===== src/rtl/count_monitor.sv =====
// ============================================================================
//  Module      : count_monitor
//  Description : Samples the asynchronous outputs of a 5-bit ripple
//                down-counter, filters them until they are stable, and then
//                publishes the count. Flags 0->31 underflows and keeps a
//                saturating underflow count.
//                Optional feature macro: COUNT_MONITOR_ERR_EN adds a sticky
//                'err' output that flags any published step that is not a
//                single down-count.
//  Revision    : 1.0 - initial release
// ============================================================================
`default_nettype none

module count_monitor #(
  parameter int STABLE_CYCLES = 2
) (
  input  logic       clk,
  input  logic       clear,
  input  logic [4:0] cnt_in,
  input  logic       enable,
  output logic [4:0] value,
  output logic       valid,
  output logic       zero,
  output logic       wrap,
  output logic [7:0] wrap_count
`ifdef COUNT_MONITOR_ERR_EN
  ,
  output logic       err
`endif
);

  // run saturates at the full stable length; publish fires one sample earlier
  // because the current edge supplies the final matching sample.
  localparam logic [3:0] c_run_max = 4'(STABLE_CYCLES);
  localparam logic [3:0] c_pub_run = 4'(STABLE_CYCLES - 1);

  typedef enum logic [1:0] {
    S_INIT   = 2'd0,
    S_SETTLE = 2'd1,
    S_STABLE = 2'd2
  } state_t;

  logic [4:0] r_sync1;
  logic [4:0] r_sync2;
  logic [4:0] r_cand;
  logic [3:0] r_run;
  state_t     r_state;
  logic [4:0] r_value;
  logic       r_valid;
  logic       r_zero;
  logic       r_wrap;
  logic [7:0] r_wrap_count;

  logic       w_same;
  logic       w_publish;
  logic       w_underflow;

  assign w_same      = (r_sync2 == r_cand);
  // A repeat of the current value is not re-published, except for the very
  // first publish after clear when nothing is valid yet.
  assign w_publish   = enable && w_same && (r_run == c_pub_run) &&
                       ((r_cand != r_value) || (r_state == S_INIT));
  assign w_underflow = w_publish && (r_state != S_INIT) &&
                       (r_value == 5'd0) && (r_cand == 5'd31);

  // Two-flop synchronizer for the asynchronous counter bits.
  always_ff @(posedge clk) begin
    if (clear) begin
      r_sync1 <= 5'd0;
      r_sync2 <= 5'd0;
    end else begin
      r_sync1 <= cnt_in;
      r_sync2 <= r_sync1;
    end
  end

  // Stability filter: track the candidate and count identical samples.
  always_ff @(posedge clk) begin
    if (clear) begin
      r_cand <= 5'd0;
      r_run  <= 4'd0;
    end else begin
      if (!w_same) begin
        r_cand <= r_sync2;
      end
      if (!enable) begin
        r_run <= 4'd0;
      end else if (!w_same) begin
        r_run <= 4'd1;
      end else if (r_run != c_run_max) begin
        r_run <= r_run + 4'd1;
      end
    end
  end

  // Publication FSM with registered outputs.
  always_ff @(posedge clk) begin
    if (clear) begin
      r_state      <= S_INIT;
      r_value      <= 5'd0;
      r_valid      <= 1'b0;
      r_zero       <= 1'b0;
      r_wrap       <= 1'b0;
      r_wrap_count <= 8'd0;
    end else begin
      r_valid <= w_publish;
      r_wrap  <= w_underflow;
      if (w_publish) begin
        r_value <= r_cand;
        r_zero  <= (r_cand == 5'd0);
      end
      if (w_underflow && (r_wrap_count != 8'hFF)) begin
        r_wrap_count <= r_wrap_count + 8'd1;
      end
      case (r_state)
        S_INIT: begin
          if (w_publish) begin
            r_state <= S_STABLE;
          end
        end
        S_STABLE: begin
          if (!w_publish && (r_sync2 != r_value)) begin
            r_state <= S_SETTLE;
          end
        end
        S_SETTLE: begin
          if (w_publish || (r_sync2 == r_value)) begin
            r_state <= S_STABLE;
          end
        end
        default: begin
          r_state <= S_INIT;
        end
      endcase
    end
  end

`ifdef COUNT_MONITOR_ERR_EN
  logic r_err;
  logic w_bad_step;

  // A legitimate publish after the first one is exactly one count below the
  // previous value, modulo 32.
  assign w_bad_step = w_publish && (r_state != S_INIT) &&
                      (r_cand != (r_value - 5'd1));

  // Sticky sequence-error flag, cleared only by clear.
  always_ff @(posedge clk) begin
    if (clear) begin
      r_err <= 1'b0;
    end else if (w_bad_step) begin
      r_err <= 1'b1;
    end
  end

  assign err = r_err;
`endif

  assign value      = r_value;
  assign valid      = r_valid;
  assign zero       = r_zero;
  assign wrap       = r_wrap;
  assign wrap_count = r_wrap_count;

endmodule

`default_nettype wire


===== config.mk =====
export PLATFORM = sky130hd
export DESIGN_NAME = count_monitor
export DESIGN_NICKNAME = d
export VERILOG_FILES = /design/src/rtl/count_monitor.sv
export SDC_FILE = /design/constraint.sdc
export NUM_CORES = 1
export LEC_CHECK = 0
export CAP_MARGIN = 20
export CORE_AREA = 8 8 85 87
export CTS_BUF_LIST = sky130_fd_sc_hd__clkbuf_8
export DETAILED_ROUTE_END_ITERATION = 8
export DIE_AREA = 0 0 93 95
export SLEW_MARGIN = 25
export SYNTH_ARGS = -nofsm -noshare
export SYNTH_HDL_FRONTEND = slang
export SYNTH_SLANG_ARGS = --single-unit

===== constraint.sdc =====
create_clock -name clk -period 5.2 [get_ports clk]
set_input_delay 0.78 -clock clk [delete_from_list [all_inputs] [get_ports clk]]
set_output_delay 0.78 -clock clk [all_outputs]
set_load 0.005 [all_outputs]

==> impl_metrics.py, run 1 <==
metrics = {
    "outcome": {
        "status": "finished, final reports clean",
    },
    "die": {
        "die_h_um": 95,
        "fp-row-count": 28,
        "core_mm2": 0.005816,
        "die_w_um": 93,
        "dieArea_mm2": 0.008835,
        "start_util_pct": 29.20,
        "ioPinCount": 24,
    },
    "cells_and_area": {
        "layout_commonest_cell": "dfxtp_1",
        "stdcell_count": 274,
        "area_growth_pct": 23.29,
        "final_cell_mix": "dfxtp_1, clkdlybuf4s50_1, nor2b_1",
        "nets": 210,
        "drive_gt1_share_pct": 10.05,
        "antenna_cells": 0,
    },
    "route": {
        "routed-via-count": 1304,
        "route.detailed.drc": 0,
        "via_per_inst": 4.759,
        "drt_iter0_markers": 41,
        "first_pass_iters": 2,
        "detail-route-antenna-nets": 0,
        "drt_wl_total_mm": 3.601,
        "routedWlPerCell_um": 13.14,
    },
    "timing": {
        "final_max_slew_viol_count": 0,
        "timing.final.crit_share_pct": 42.22,
        "slew-limit-headroom_pct": 54.02,
        "setup_tns_ns": 0,
        "max_freq_mhz": 455.5,
        "rsz0062_at_grt": "false",
        "hold_viol": 0,
        "clock-skew-final_ns": 0.006612,
        "tightest_slew_ns": 0.6877,
        "min_period_ns": 2.195,
        "setup_viol": 0,
    },
    "yosys": {
        "synth_seq_cells": 37,
        "ys_seq_area_share_pct": 43.63,
        "async_flop_share_pct": 0,
        "synth_edf_count": 0,
        "synth_ff_type": "dfxtp_1",
        "ys_warn_count": 0,
        "ys_types": 41,
        "syn_area_mm2": 0.001698,
        "synthCells": 174,
        "synth_area_per_cell_um2": 9.758,
        "synthesis.nets": 186,
    },
    "power": {
        "seqPwrFrac_pct": 49.7,
        "cellInternalPower_uw": 463.5,
        "leakage_nw": 0.7837,
        "p_sw_uw": 133.0,
        "p_comb_share_pct": 7.5,
        "p_sw_share_pct": 22.30,
        "p_clk_share_pct": 42.9,
        "peakVddDrop_v": 0.0001102,
        "p_per_area_mw_per_mm2": 285.0,
    },
    "setup_path": {
        "cp.required_ns": 5.38,
        "path_delay_family": "simple AND/OR/NAND/NOR gates",
        "path_class": "in2reg",
        "max_stage_delay_ns": 0.54,
        "crit_chain": "clkdlybuf4s50_1, nand3_2, nor4_1, mux2_2",
        "crit_slowest_cell": "clkdlybuf4s50_1",
        "endpoint_kind": "register",
        "arrival_ns": 2.37,
        "cp-start-kind": "input port",
        "cp_max_fo": 16,
        "cp_num_buf_inv": 1,
    },
    "grt": {
        "busiest_layer": "met2",
        "grt_util_all_layers_pct": 8.675,
        "first_global_vias": 1264,
        "grt_max_degree": 39,
        "use_met2_pct": 14.26,
        "antenna_found_initial": 0,
        "globalRouteMet3Util_pct": 3.492,
        "grt_pass1_wl_mm": 6.120,
        "grtUsageMet1_pct": 9.656,
        "grt.overflow.total": 0,
    },
    "clocking": {
        "cts.clk_slew.worst_paths_ns": 0.07,
        "root_buffer": "clkbuf_8",
        "numCtsBuffers": 5,
        "hold_buffers": 0,
        "cts_max_level": 2,
        "tritoncts": "yes",
        "cts_num_sinks": 37,
        "clock_latency_ns": 0.29,
        "cts_setup_buffers": 0,
        "cts.repair.resized": 0,
        "clk_path_buf_depth": 2,
    },
    "place": {
        "dpl.hpwl_mm": 2.503,
        "portBuffers": 23,
        "gp_congestion": 0.7092,
        "dp_cells": 266,
    },
    "worst_hold_path": {
        "hold_class": "reg2reg",
    },
    "run": {
        "maxCapViolCount": 0,
    },
}
logic make-up after synthesis:
kind of cell,Yosys count,synth area share [%]
and+or+nand+nor,76,27.64
DFF,37,43.63
AOI/OAI and AO/OA,23,8.991
xor gates and xnor gates,19,9.801
buffers and inverters,10,3.758
muxes,5,3.242
adders and majority gates,4,2.948
final timing paths:
path	from	endpoint	slack, ns	cells past startpoint
worst min-delay path	r_sync1[4]$_SDFF_PP0_	r_sync2[4]$_SDFF_PP0_	0.44	1
worst max-delay path	enable	wrap_count[5]$_SDFFE_PP0P_	3.00	4
worst min register to register	r_sync1[4]$_SDFF_PP0_	r_sync2[4]$_SDFF_PP0_	0.44	1
worst max register to register	r_cand[3]$_SDFFE_PP0P_	wrap_count[5]$_SDFFE_PP0P_	3.11	5
metrics by stage:
step / util (%) / power, mW / hold slack, ns / setup slack, ns / cell area, um^2
6_report: 35.99 / 0.5966 / 0.4359 / 3.005 / 2093
2_1_floorplan: - / 0.3351 / 0.4138 / 3.431 / 1698
3_5_place_dp: 33.99 / 0.3479 / 0.4231 / 2.710 / 1977
5_1_grt: 35.99 / 0.6235 / 0.4477 / 2.939 / 2093
4_1_cts: 35.99 / 0.6058 / 0.4403 / 3.010 / 2093
3_3_place_gp: 33.99 / 0.3471 / 0.4187 / 2.755 / 1977
power groups by stage:
stage          Sequential (mW)  Clock, mW  Combinational, mW
2_1_floorplan            0.301          0             0.0339
3_3_place_gp             0.303          0             0.0445
3_5_place_dp             0.303          0             0.0449
4_1_cts                  0.296      0.264             0.0453
5_1_grt                  0.297      0.277             0.0496
6_report                 0.296      0.256             0.0445
final cells by class:
cell class                      instances  area (um^2)
Clock inverter                          2        33.78
Inverter                                3        11.26
Tap cell                               75        93.84
Multi-Input combinational cell        127        893.4
Sequential cell                        37        740.7
Timing Repair Buffer                   24        237.7
Clock buffer                            6        82.58
Fill cell                             635         3722
worst register-to-register path: stages, from the launching register on:
cell     delay (ns)
dfxtp_1        0.37
xor2_1         0.19
nor3_2         0.31
nand3_2        0.34
nor4_1         0.40
mux2_2         0.37
layer usage:
| layer | vias up | share of wire, % |
|---|---|---|
| met5 | - | 0 |
| met4 | 0 | 1.7 |
| met3 | 8 | 4.3 |
| met2 | 20 | 47 |
| met1 | 620 | 47 |
| li1 | 656 | - |
flip-flops by register name, summed over array words and instances (netlist names):
| register | flops |
|---|---|
| r_sync2 | 5 |
| wrap | 1 |
| zero | 1 |
| r_sync1 | 5 |
| r_state | 2 |
| wrap_count | 8 |
| r_run | 4 |
| r_cand | 5 |
| valid | 1 |
| value | 5 |
Yosys cell counts (2+ instances only):
| cell | n | share of area [%] |
|---|---|---|
| nand2b_1 | 3 | 1.1 |
| dfxtp_1 | 37 | 44 |
| inv_1 | 3 | 0.66 |
| mux2_2 | 4 | 2.7 |
| nand3_1 | 8 | 2.4 |
| ha_1 | 4 | 2.9 |
| xor2_1 | 11 | 5.7 |
| a21oi_1 | 7 | 2.1 |
| or4_1 | 2 | 0.88 |
| nand4bb_1 | 2 | 1.3 |
| xnor2_1 | 8 | 4.1 |
| nor4_1 | 3 | 1.1 |
| clkbuf_1 | 3 | 0.66 |
| buf_6 | 3 | 2.0 |
| o21ai_0 | 6 | 1.8 |
| nor2b_1 | 21 | 7.7 |
| a311oi_1 | 2 | 1.0 |
| nor3_1 | 5 | 1.5 |
| nand2_1 | 2 | 0.44 |
| o31ai_1 | 2 | 0.88 |
| nor2_1 | 13 | 2.9 |
| nand4_1 | 6 | 2.2 |
(Power assumes the default switching activity.)
==> run 2, diff against run 1 <==
- clock period: 5.2 -> 2.1 ns (I/O delays scaled with it)
==> run 2 against run 1 <==
Count of clock-buffer cells in the layout shrank 1. Die area stayed put. Core utilization is 0.73 points higher. Register-to-register slack worse by 3.0 ns. Design area grew 2.0%. Global-route usage is 0.35 points higher. Critical path depth increased by 1. Power grew 150%. Sequential power up 150%. Combinational power increased to 2.8 times the previous value. Via count up 0.84%.
==> impl_metrics.py, run 2 (same netlist as run 1, synthesis figures left out) <==
metrics = {
    "clocking": {
        "root_buffer": "clkbuf_8",
        "clock_latency_ns": 0.30,
        "numCtsBuffers": 5,
        "cts.clk_slew.worst_paths_ns": 0.09,
        "cts_max_level": 2,
        "clk_path_buf_depth": 2,
        "cts_num_sinks": 37,
        "hold_buffers": 0,
        "tritoncts": "yes",
    },
    "timing": {
        "rsz0062_at_grt": "false",
        "fin_hold_ws_ns": 0.4291,
        "final_max_slew_viol_count": 0,
        "tightest_slew_ns": 0.6380,
        "setup_tns_ns": 0,
        "hold_viol": 0,
        "setup_viol": 0,
        "min_period_ns": 1.944,
        "timing.final.crit_share_pct": 92.55,
        "slew-limit-headroom_pct": 57.34,
        "clock-skew-final_ns": 0.01235,
        "max_freq_mhz": 514.5,
    },
    "setup_path": {
        "cp-start-kind": "register",
        "max_stage_delay_ns": 0.37,
        "path_class": "reg2reg",
        "crit_chain": "nand4bb_1, nor4_4, nand2_2, nor4_1, mux2_2",
        "cp_max_fo": 6,
        "cp.required_ns": 2.28,
        "arrival_ns": 2.13,
        "crit_slowest_cell": "dfxtp_1",
        "endpoint_kind": "register",
    },
    "power": {
        "peakVddDrop_v": 0.0003465,
        "leakage_nw": 0.7956,
        "seqPwrFrac_pct": 49.1,
        "p_sw_share_pct": 24.35,
        "p_comb_share_pct": 8.2,
        "cellInternalPower_mw": 1.127,
        "p_clk_share_pct": 42.7,
        "p_sw_uw": 362.9,
        "p_per_area_mw_per_mm2": 697.8,
    },
    "die": {
        "die_w_um": 93,
        "dieArea_mm2": 0.008835,
        "fp-row-count": 28,
        "die_h_um": 95,
        "ioPinCount": 24,
        "core_mm2": 0.005816,
        "start_util_pct": 29.20,
    },
    "cells_and_area": {
        "nets": 214,
        "largest_reg_flops": 8,
        "antenna_cells": 0,
        "num-fill-cells": 609,
        "area_growth_pct": 25.79,
        "layout_commonest_cell": "dfxtp_1",
        "drive_gt1_share_pct": 12.81,
        "utilization_pct": 36.73,
        "final_cell_mix": "dfxtp_1, clkdlybuf4s50_1, nor2b_1",
    },
    "grt": {
        "antenna_found_initial": 0,
        "first_global_vias": 1282,
        "grt.overflow.total": 0,
        "grt_util_all_layers_pct": 9.023,
        "grt_pass1_wl_mm": 6.313,
        "grt_max_degree": 38,
    },
    "route": {
        "routed-via-count": 1315,
        "via_per_inst": 4.730,
        "drt_iter0_markers": 99,
        "route.detailed.drc": 0,
        "first_pass_iters": 4,
        "routedWlPerCell_um": 13.66,
        "detail-route-antenna-nets": 0,
        "drt_wl_total_mm": 3.797,
    },
    "run": {
        "maxCapViolCount": 0,
    },
    "worst_hold_path": {
        "hold_class": "reg2reg",
    },
    "place": {
        "gp_congestion": 0.8256,
        "portBuffers": 23,
        "dpl.hpwl_mm": 2.687,
    },
    "outcome": {
        "status": "finished, final reports clean",
    },
}
-- run 2: cell types whose count changed in the layout (fill, tap and decap cells not counted), sizes merged --
cell,previous run,this run
buf,1,5
clkbuf,6,5
clkinv,0,1
inv,4,3
clkinvlp,0,1
-- run 2: critical path: cells and delay by family, from the launching register on --
| kind | cells | cell delay (ns) |
|---|---|---|
| flops | 1 | 0.37 |
| mux | 1 | 0.37 |
| simple gates | 4 | 1.09 |
-- run 2: stage by stage --
| step | instances | instance area [um^2] | total power [mW] | setup WS [ns] |
|---|---|---|---|---|
| after floorplan | 174 | 1698 | 0.8299 | 0.3311 |
| after global placement | 269 | 1999 | 0.8670 | 0.1122 |
| after detailed placement | 269 | 1999 | 0.8676 | 0.07746 |
| after CTS | 277 | 2115 | 1.498 | 0.06682 |
| after global routing | 278 | 2136 | 1.554 | 0.01819 |
| final | 278 | 2136 | 1.490 | 0.1564 |
-- run 2: path summary, 6_finish.rpt --
check / start / endpoint / slack, ns / depth (start not counted)
max: value[4]$_SDFFE_PP0P_ / wrap_count[7]$_SDFFE_PP0P_ / 0.16 / 5
min reg2reg: r_sync1[1]$_SDFF_PP0_ / r_sync2[1]$_SDFF_PP0_ / 0.43 / 1
min: r_sync1[1]$_SDFF_PP0_ / r_sync2[1]$_SDFF_PP0_ / 0.43 / 1
max reg2reg: value[4]$_SDFFE_PP0P_ / wrap_count[7]$_SDFFE_PP0P_ / 0.16 / 5
-- run 2: repair_timing --
action,in CTS,in global routing
endpoints found under the setup margin,0,3
resized for setup,0,2
buffers inserted,0,1
-- run 2: final cells by class --
class                      instances  area [um^2]  area share (%)
multi-input combinational        127        907.1           42.47
clock buffer                       5        68.82           3.222
tap                               75        93.84           4.394
timing repair buffer              28        267.8           12.54
clock inverter                     3        46.29           2.168
sequential                        37        740.7           34.68
inverter                           3        11.26          0.5272
-- run 2: per-layer routing --
| layer | vias up | share of wire (%) | track usage [%] |
|---|---|---|---|
| met5 | - | 0 | 0 |
| li1 | 668 | - | - |
| met1 | 603 | 47 | 11.10 |
| met2 | 34 | 46 | 14.20 |
| met3 | 10 | 4.6 | 2.937 |
| met4 | 0 | 2.1 | 3.758 |
-- run 2: power groups by stage --
stage          registers (mW)  clock network (mW)  logic, mW
2_1_floorplan           0.746                   0     0.0840
3_3_place_gp            0.748                   0      0.119
3_5_place_dp            0.749                   0      0.119
4_1_cts                 0.732               0.646      0.119
5_1_grt                 0.735               0.682      0.137
6_report                0.732               0.636      0.123
